<file path="src/rtl/sprite_memory_writer.sv">
// Sprite colour memory write front end.
// Host words enter a small FIFO with an auto-incrementing address pointer;
// a three-state arbiter shares the single memory port between video reads
// (priority) and buffered writes, with a stall guard that forces one write
// after MAX_STALL consecutive blocked cycles.
// Optional build macro: SPRITE_WRITER_COUNT_EN enables the words_written counter.
module sprite_memory_writer #(
  parameter int FIFO_DEPTH = 8,
  parameter int MEM_WORDS  = 16384,
  parameter int MAX_STALL  = 15
) (
  input  logic                          clock,
  input  logic                          reset_n,
  input  logic                          wr_valid,
  output logic                          wr_ready,
  input  logic                          wr_start,
  input  logic [13:0]                   wr_address,
  input  logic [8:0]                    wr_data,
  output logic                          wr_error,
  input  logic                          rd_req,
  input  logic [13:0]                   rd_address,
  output logic                          rd_ack,
  output logic                          rd_valid,
  output logic [8:0]                    rd_data,
  output logic [13:0]                   mem_address,
  output logic [8:0]                    mem_data,
  output logic                          mem_wren,
  input  logic [8:0]                    mem_q,
  output logic                          write_done,
  output logic                          busy,
  output logic [$clog2(FIFO_DEPTH):0]   fifo_count,
  output logic [15:0]                   words_written
);

  localparam int PTR_W   = $clog2(FIFO_DEPTH);
  localparam int CNT_W   = PTR_W + 1;
  localparam int STALL_W = (MAX_STALL < 1) ? 1 : $clog2(MAX_STALL + 1);

  typedef enum logic [1:0] {IDLE, READ, WRITE} arb_state_t;

  arb_state_t         state_reg, state_next;
  logic [STALL_W-1:0] stall_reg, stall_next;
  logic [13:0]        ptr_reg;
  logic [PTR_W-1:0]   wr_ptr_reg, rd_ptr_reg;
  logic [CNT_W-1:0]   count_reg;
  logic [13:0]        mem_address_reg;
  logic [8:0]         mem_data_reg;
  logic               mem_wren_reg, rd_valid_reg, wr_error_reg;

  // FIFO storage: address and data of each pending write
  logic [13:0] fifo_addr [FIFO_DEPTH];
  logic [8:0]  fifo_data [FIFO_DEPTH];

  logic        push_fire, addr_bad, enq, deq, fifo_empty, force_write;
  logic [13:0] eff_addr, ptr_next;

  assign fifo_empty  = (count_reg == '0);
  assign wr_ready    = (count_reg < CNT_W'(FIFO_DEPTH));
  assign push_fire   = wr_valid && wr_ready;
  // A start address outside the memory drops the word but still handshakes
  assign addr_bad    = wr_start && (32'(wr_address) >= MEM_WORDS);
  assign enq         = push_fire && !addr_bad;
  assign eff_addr    = wr_start ? wr_address : ptr_reg;
  assign ptr_next    = (32'(eff_addr) == MEM_WORDS - 1) ? 14'd0 : eff_addr + 14'd1;
  assign force_write = !fifo_empty && (stall_reg == STALL_W'(MAX_STALL));

  // Arbiter decision and stall-guard bookkeeping for the coming cycle
  always_comb begin
    state_next = IDLE;
    if (rd_req && !force_write) begin
      state_next = READ;
    end else if (!fifo_empty) begin
      state_next = WRITE;
    end
    deq        = (state_next == WRITE);
    stall_next = stall_reg;
    if (fifo_empty || deq) begin
      stall_next = '0;
    end else if (state_next == READ) begin
      stall_next = stall_reg + STALL_W'(1);
    end
  end

  // FIFO entry write; storage needs no reset since occupancy gates its use
  always_ff @(posedge clock) begin
    if (enq) begin
      fifo_addr[wr_ptr_reg] <= eff_addr;
      fifo_data[wr_ptr_reg] <= wr_data;
    end
  end

  // Arbiter state, registered memory port and FIFO pointers
  always_ff @(posedge clock or negedge reset_n) begin
    if (!reset_n) begin
      state_reg       <= IDLE;
      stall_reg       <= '0;
      ptr_reg         <= '0;
      wr_ptr_reg      <= '0;
      rd_ptr_reg      <= '0;
      count_reg       <= '0;
      mem_address_reg <= '0;
      mem_data_reg    <= '0;
      mem_wren_reg    <= 1'b0;
      rd_valid_reg    <= 1'b0;
      wr_error_reg    <= 1'b0;
    end else begin
      state_reg    <= state_next;
      stall_reg    <= stall_next;
      mem_wren_reg <= deq;
      rd_valid_reg <= (state_reg == READ);
      wr_error_reg <= push_fire && addr_bad;
      if (state_next == READ) begin
        mem_address_reg <= rd_address;
      end else if (deq) begin
        mem_address_reg <= fifo_addr[rd_ptr_reg];
        mem_data_reg    <= fifo_data[rd_ptr_reg];
      end
      if (enq) begin
        ptr_reg    <= ptr_next;
        wr_ptr_reg <= wr_ptr_reg + PTR_W'(1);
      end
      if (deq) begin
        rd_ptr_reg <= rd_ptr_reg + PTR_W'(1);
      end
      case ({enq, deq})
        2'b10:   count_reg <= count_reg + CNT_W'(1);
        2'b01:   count_reg <= count_reg - CNT_W'(1);
        default: count_reg <= count_reg;
      endcase
    end
  end

`ifdef SPRITE_WRITER_COUNT_EN
  logic [15:0] words_written_reg;

  // Committed-write counter, wraps naturally at 16 bits
  always_ff @(posedge clock or negedge reset_n) begin
    if (!reset_n) begin
      words_written_reg <= '0;
    end else if (deq) begin
      words_written_reg <= words_written_reg + 16'd1;
    end
  end

  assign words_written = words_written_reg;
`else
  assign words_written = '0;
`endif

  assign rd_ack      = (state_reg == READ);
  assign rd_valid    = rd_valid_reg;
  assign rd_data     = mem_q;
  assign mem_address = mem_address_reg;
  assign mem_data    = mem_data_reg;
  assign mem_wren    = mem_wren_reg;
  assign write_done  = mem_wren_reg;
  assign wr_error    = wr_error_reg;
  assign busy        = (count_reg != '0) || mem_wren_reg;
  assign fifo_count  = count_reg;

endmodule
</file>
<file path="config.mk">
export PLATFORM = sky130hd
export DESIGN_NAME = sprite_memory_writer
export DESIGN_NICKNAME = d
export VERILOG_FILES = /design/src/rtl/sprite_memory_writer.sv
export SDC_FILE = /design/constraint.sdc
export NUM_CORES = 1
export LEC_CHECK = 0
export BUFFER_PORTS_ARGS = -buffer_cell sky130_fd_sc_hd__buf_2
export CAP_MARGIN = 20
export CELL_PAD_IN_SITES_DETAIL_PLACEMENT = 0
export CELL_PAD_IN_SITES_GLOBAL_PLACEMENT = 1
export CORE_UTILIZATION = 45
export CTS_CLUSTER_SIZE = 24
export DETAILED_ROUTE_END_ITERATION = 7
export PLACE_DENSITY = 0.69
export SKIP_LAST_GASP = 1
export SYNTH_ARGS = -nofsm -noshare
export SYNTH_HDL_FRONTEND = slang
export SYNTH_SLANG_ARGS = --single-unit
</file>
<file path="constraint.sdc">
create_clock -name clock -period 4.5 [get_ports clock]
set_input_delay 0.675 -clock clock [delete_from_list [all_inputs] [get_ports clock]]
set_output_delay 0.675 -clock clock [all_outputs]
set_load 0.02 [all_outputs]
</file>
### Word level (Yosys, flattened, before mapping)

Memory sizes are Yosys's and may differ from the RTL's. A register that Yosys moved wholly into a read port is not among the register bits.
Index checks and enable logic that the tools add are counted.

| storage, ports and cells | value |
|---|---|
| output and inout bits | 59 |
| memories | 2 |
| word-level logic and storage cells | 51 |
| bits in writable memories | 184 |
| bits in registers | 46 |

Memory list:

| memory | depth | width | rd ports | clocked after Yosys merged registers in | wr ports | line | source |
|---|---|---|---|---|---|---|---|
| fifo_addr | 8 | 14 | 1 | 0 | 1 | 51 | `logic [13:0] fifo_addr [FIFO_DEPTH];` |
| fifo_data | 8 | 9 | 1 | 1 | 1 | 52 | `logic [8:0] fifo_data [FIFO_DEPTH];` |

| operators by class | value |
|---|---|
| bitwise operators | 1 |
| reduce and logical (&&, ||, !) cells | 14 |
| muxes and demuxes | 11 |
| equality and inequality tests | 7 |
| $lt $le $gt $ge | 1 |
| $add $sub $neg | 6 |

Operators by type and width:

| operator | number |
|---|---|
| $mux 14 | 4 |
| $add 14x1->14 const B | 1 |
| $eq 14x14->1 const B | 1 |
| $add 4x1->4 const B | 2 |
| $mux 4 | 2 |
| $pmux 4 s2 | 1 |
| $add 3x1->3 const B | 2 |
| $eq 2x1->1 const B | 3 |
| $reduce_bool 2->1 | 3 |
| $eq 2x2->1 const B | 2 |
| $eq 4x4->1 const B | 1 |
| $logic_not 4->1 | 1 |
| $lt 4x4->1 const B | 1 |
| $mux 2 | 2 |
| $reduce_bool 4->1 | 1 |
| $sub 4x1->4 const B | 1 |
| $logic_and 1x1->1 | 3 |
| $logic_not 1->1 | 3 |
| $logic_or 1x1->1 | 2 |
| $mux 1 | 2 |
| $reduce_and 2->1 | 1 |
| $not 1->1 | 1 |

### Depth between registers and ports, before layout

| depth | value |
|---|---|
| word-level depth | 9 |
| depth in mapped cells | 13 |
| depth with buffers taken out | 10 |

### Least setup slack after synthesis

Ideal clock, no wire load.

| timing path | value |
|---|---|
| path kind | input to register |
| start | in wr_valid |
| end | mem fifo_addr[0][0], enable pin |
| setup slack | 446 ps |
| required time | 4039 ps |
| library setup time | 461 ps |
| cell stages on the path | 5 |
| path buffers | 2 |
| arrival | 3592 ps |
| cell sequence | nor2b_1 clkbuf_1 inv_1 clkbuf_1 nor4_1 |

| between the ends | value |
|---|---|
| longest elaborated chain between the ends | 3 |

Ends and longest elaborated chain:

| item | line | source |
|---|---|---|
| from (decl) | 14 | `input logic wr_valid,` |
| $logic_and 1x1->1 | 59 | `assign push_fire = wr_valid && wr_ready;` |
| $mux 1 | 86 | `if (enq) begin` |
| $mux 1 (implied by the code) | 87 | `fifo_addr[wr_ptr_reg] <= eff_addr;` |
| to (decl) | 51 |  |

Every way passes these cells.

### Worst setup path in the final report

| timing path | value |
|---|---|
| start | reg count_reg[2] (netlist: fifo_count[2]) |
| end | reg count_reg[2] (netlist: fifo_count[2]) |

| between the ends | value |
|---|---|
| longest elaborated chain between the ends | 9 |
| elaborated cells between the ends (all ways) | 16 |

Ends and longest elaborated chain:

| item | line | source |
|---|---|---|
| from (decl) | 45 | `logic [CNT_W-1:0] count_reg;` |
| from (signal assigned) | 126 | `2'b10: count_reg <= count_reg + CNT_W'(1);` |
| from (signal assigned) | 127 | `2'b01: count_reg <= count_reg - CNT_W'(1);` |
| from (signal assigned) | 128 | `default: count_reg <= count_reg;` |
| $logic_not 4->1 | 57 | `assign fifo_empty = (count_reg == '0);` |
| $logic_not 1->1 | - |  |
| $logic_and 1x1->1 | 65 | `assign force_write = !fifo_empty && (stall_reg == STALL_W'(MAX_STALL));` |
| $logic_not 1->1 | 70 | `if (rd_req && !force_write) begin` |
| $logic_and 1x1->1 | 70 |  |
| $mux 2 | 70 |  |
| $eq 2x2->1 | 75 | `deq = (state_next == WRITE);` |
| $eq 2x1->1 / $eq 2x2->1 (equally long branches) | 125 | `case ({enq, deq})` |
| $pmux 4 s2 / $reduce_bool 2->1 (equally long branches) | - |  |

Parallel ways exist; a longest one is shown, timed or not.
A chain may end at the register's enable or synchronous reset.

==> impl_metrics.toml <==
[worst_setup_path]
cpMaxStageDelayCell = "nor4_2"
crit-reg2reg-capture = "fifo_count[2]"
start_kind = "flop"
cp_cell_sequence = "nor4_2, a21oi_2, buf_4, ha_1, xor2_1, ha_1, a21oi_1, xor2_1, nor2_1, xor2_1"
worstSetupEndpointType = "flop"
ff2ff_setup_slack_ns = 1.82
reg2reg_depth = 10
r2r_start = "fifo_count[2]"
cp_common_cell = "xor2_1"
path_max_fanout = 29
path_class = "reg -> reg"
cpPeakStageDelay_ns = 0.59
required_ns = 4.88
crit_arrival_ns = 3.06

[drt]
dr.first_iter.drc_count = 317
wl_per_cell_um = 21.0
drt.antenna.violating_nets = 0
detail_route.vias_per_cell = 5.53
drt-met1-wl_mm = 8.76
wl_mm = 20.2
firstDrtPassIters = 4
num_vias = 5328
drc_errors = 0
highest_layer = "met4"
wl_met2_mm = 10.1
route.met3.wl_mm = 1.03

[final_layout]
drive_gt1_share_pct = 31.3
largest_reg_flops = 112
final_nets = 729
layout_commonest_cell = "edfxtp_1"
diodes = 0
stdcell_count = 964
largest_registers = "fifo_addr: 112 flops, fifo_data: 72 flops"
area_growth_pct = 15.0
top_register = "fifo_addr"
mostFrequentLayoutCells = "184 x edfxtp_1, 74 x buf_2, 52 x dfrtp_1"

[yosys]
syn_area_um2 = 9910
synth_top_area_share_pct = 55.8
synth_xor_area_share_pct = 1.41
async_flop_share_pct = 22.7
synth_top_family_by_area = "multiplexers"
synth_area_leaders = "edfxtp_1 56%, dfrtp_1 14%, mux4_2 10%, buf_4 2.3%, mux2_2 2.0%"
yosysWarnings = 0
synth_edf_count = 184
synth.distinct_cells = 53
synth_top_cell_by_area = "edfxtp_1"
synthAdderAreaFrac_pct = 0.884
syn_avg_cell_area_um2 = 16.9
yosys_register_bits = 238
synthMuxAreaShare_pct = 13.7
synth-compound-area-share_pct = 5.15
ys_seq_area_share_pct = 69.4
synth_simple_gate_area_share_pct = 5.82
postSynthCellCount = 585
synth_flop_cell = "edfxtp_1"

[clock_network]
clk_pin_slew_ns = 0.06
ctsResizeCount = 0
clkLatencyLatePin_ns = 0.51
cts_made_buffers = 25
htree_levels = 1
clock-root-buffer = "clkbuf_16"
cts.sinks = 238
cts_buffer_depth = 3
postCtsSetupBuffers = 0
cts_hold_buf = 0
cts_tree = "yes"

[floorplan]
die-area_um2 = 22600
dieHeight_um = 150
core_um2 = 21300
chipWidth_um = 150
start_util_pct = 46.5
num_rows = 53
ios = 110

[sta]
worstMarginPinSlew_ns = 0.935
fin_crit_sh_pct = 59.6
finalSetupViolCount = 0
slew_headroom_pct = 37.7
holdWs_ns = 0.203
layout_min_cycle_time_ns = 2.68
hold_viol = 0
final_max_slew_viol_count = 0
rsz0062_at_grt = "no"
fmax_mhz = 373
finClkSkew_ns = 0.0118
fin_ws_ns = 1.82
fin_tns_setup_ns = 0

[global_route]
grt_pass1_vias = 5387
antenna_found_initial = 0
grt_first_pass_wirelength_mm = 30.8
grt_max_degree = 35
grtUsageTotal_pct = 18.5
overflow = 0

[placement]
placed_cells = 919
dp_slack_ns = 1.47
gp_congestion = 0.791
port-buffer-count = 74
dp_hpwl_mm = 13.1

[hold_path]
hold_class = "in -> async"

[outcome]
outcome = "complete, no violations"

[flow_run]
maxCapViolations = 0

[pwr]
fin_total_pwr_mw = 7.17
power_density_nw_per_um2 = 629
vdd.ir_drop.worst_mv = 0.248
p_leak_nw = 4.14
## worst max-delay path by stage
stage                             start               to  slack, ns  depth (start not counted)
after floorplan                wr_valid  fifo_addr[0][0]       0.45                          5
after global placement         wr_start      ptr_reg[12]       1.55                          7
after detailed placement       wr_start      ptr_reg[12]       1.47                          7
after CTS                 fifo_count[2]    fifo_count[2]       1.79                         10
after global routing      fifo_count[2]    fifo_count[2]       1.71                         10
final                     fifo_count[2]    fifo_count[2]       1.82                         10
## report_power, final
part	total, mW	internal, mW	switching [mW]
clock	2.05	1.25	0.802
sequential	3.15	2.83	0.327
combinational	1.97	0.900	1.07
## critical path: cells and delay by family, from the launching register on
family                     cells  cell delay [ns]
and+or+nand+nor                2             0.66
buffers and inverters          1             0.27
AOI/OAI and AO/OA              2             0.20
xor gates and xnor gates       3             0.48
DFF                            1             0.46
adders and majority gates      2             0.50
## metal layers
layer,global-route usage (%),up-vias
li1,-,2412
met1,24.9,2746
met2,31.6,143
met3,2.67,27
met4,5.10,0
met5,0,-
## logic make-up (layout without fill, tap and decap cells)
kind of cell | Yosys count | in the layout
compound gates | 72 | 72
flops | 238 | 238
buf+inv | 60 | 148
simple gates | 115 | 115
other cells | 1 | 17
fa+ha+maj | 7 | 7
xor+xnor | 16 | 16
mux | 76 | 76
## cell type report
cell class              instances  area (um2)
clock inverters                16         180
clock buffers                  29         641
flip-flops and latches        238        6880
multi-input cells             303        2780
repair buffers                 96         543
well taps                     275         344
inverters                       7        26.3
fillers                      1717        9900
## cell usage after synthesis, types with 4 or more instances
cell      count
a211oi_1     10
a21oi_1      15
a22oi_1       7
and3_1        4
buf_2         7
buf_4        30
clkbuf_1     13
dfrtp_1      54
edfxtp_1    184
ha_1          7
inv_1         7
mux2_2       18
mux2i_1      12
mux4_2       46
nand2_1      42
nor2_1       27
nor2b_1      12
nor3_1        7
o21ai_0       5
o31ai_1      17
xnor2_1       9
xor2_1        7
## metrics by stage
step                instance area [um2]  util [%]
global placement                  10600      49.6
detailed placement                10600      49.7
finish                            11400      53.5
CTS                               11400      53.5
floorplan                          9970         -
global route                      11400      53.5
(Power assumes the default switching activity.)
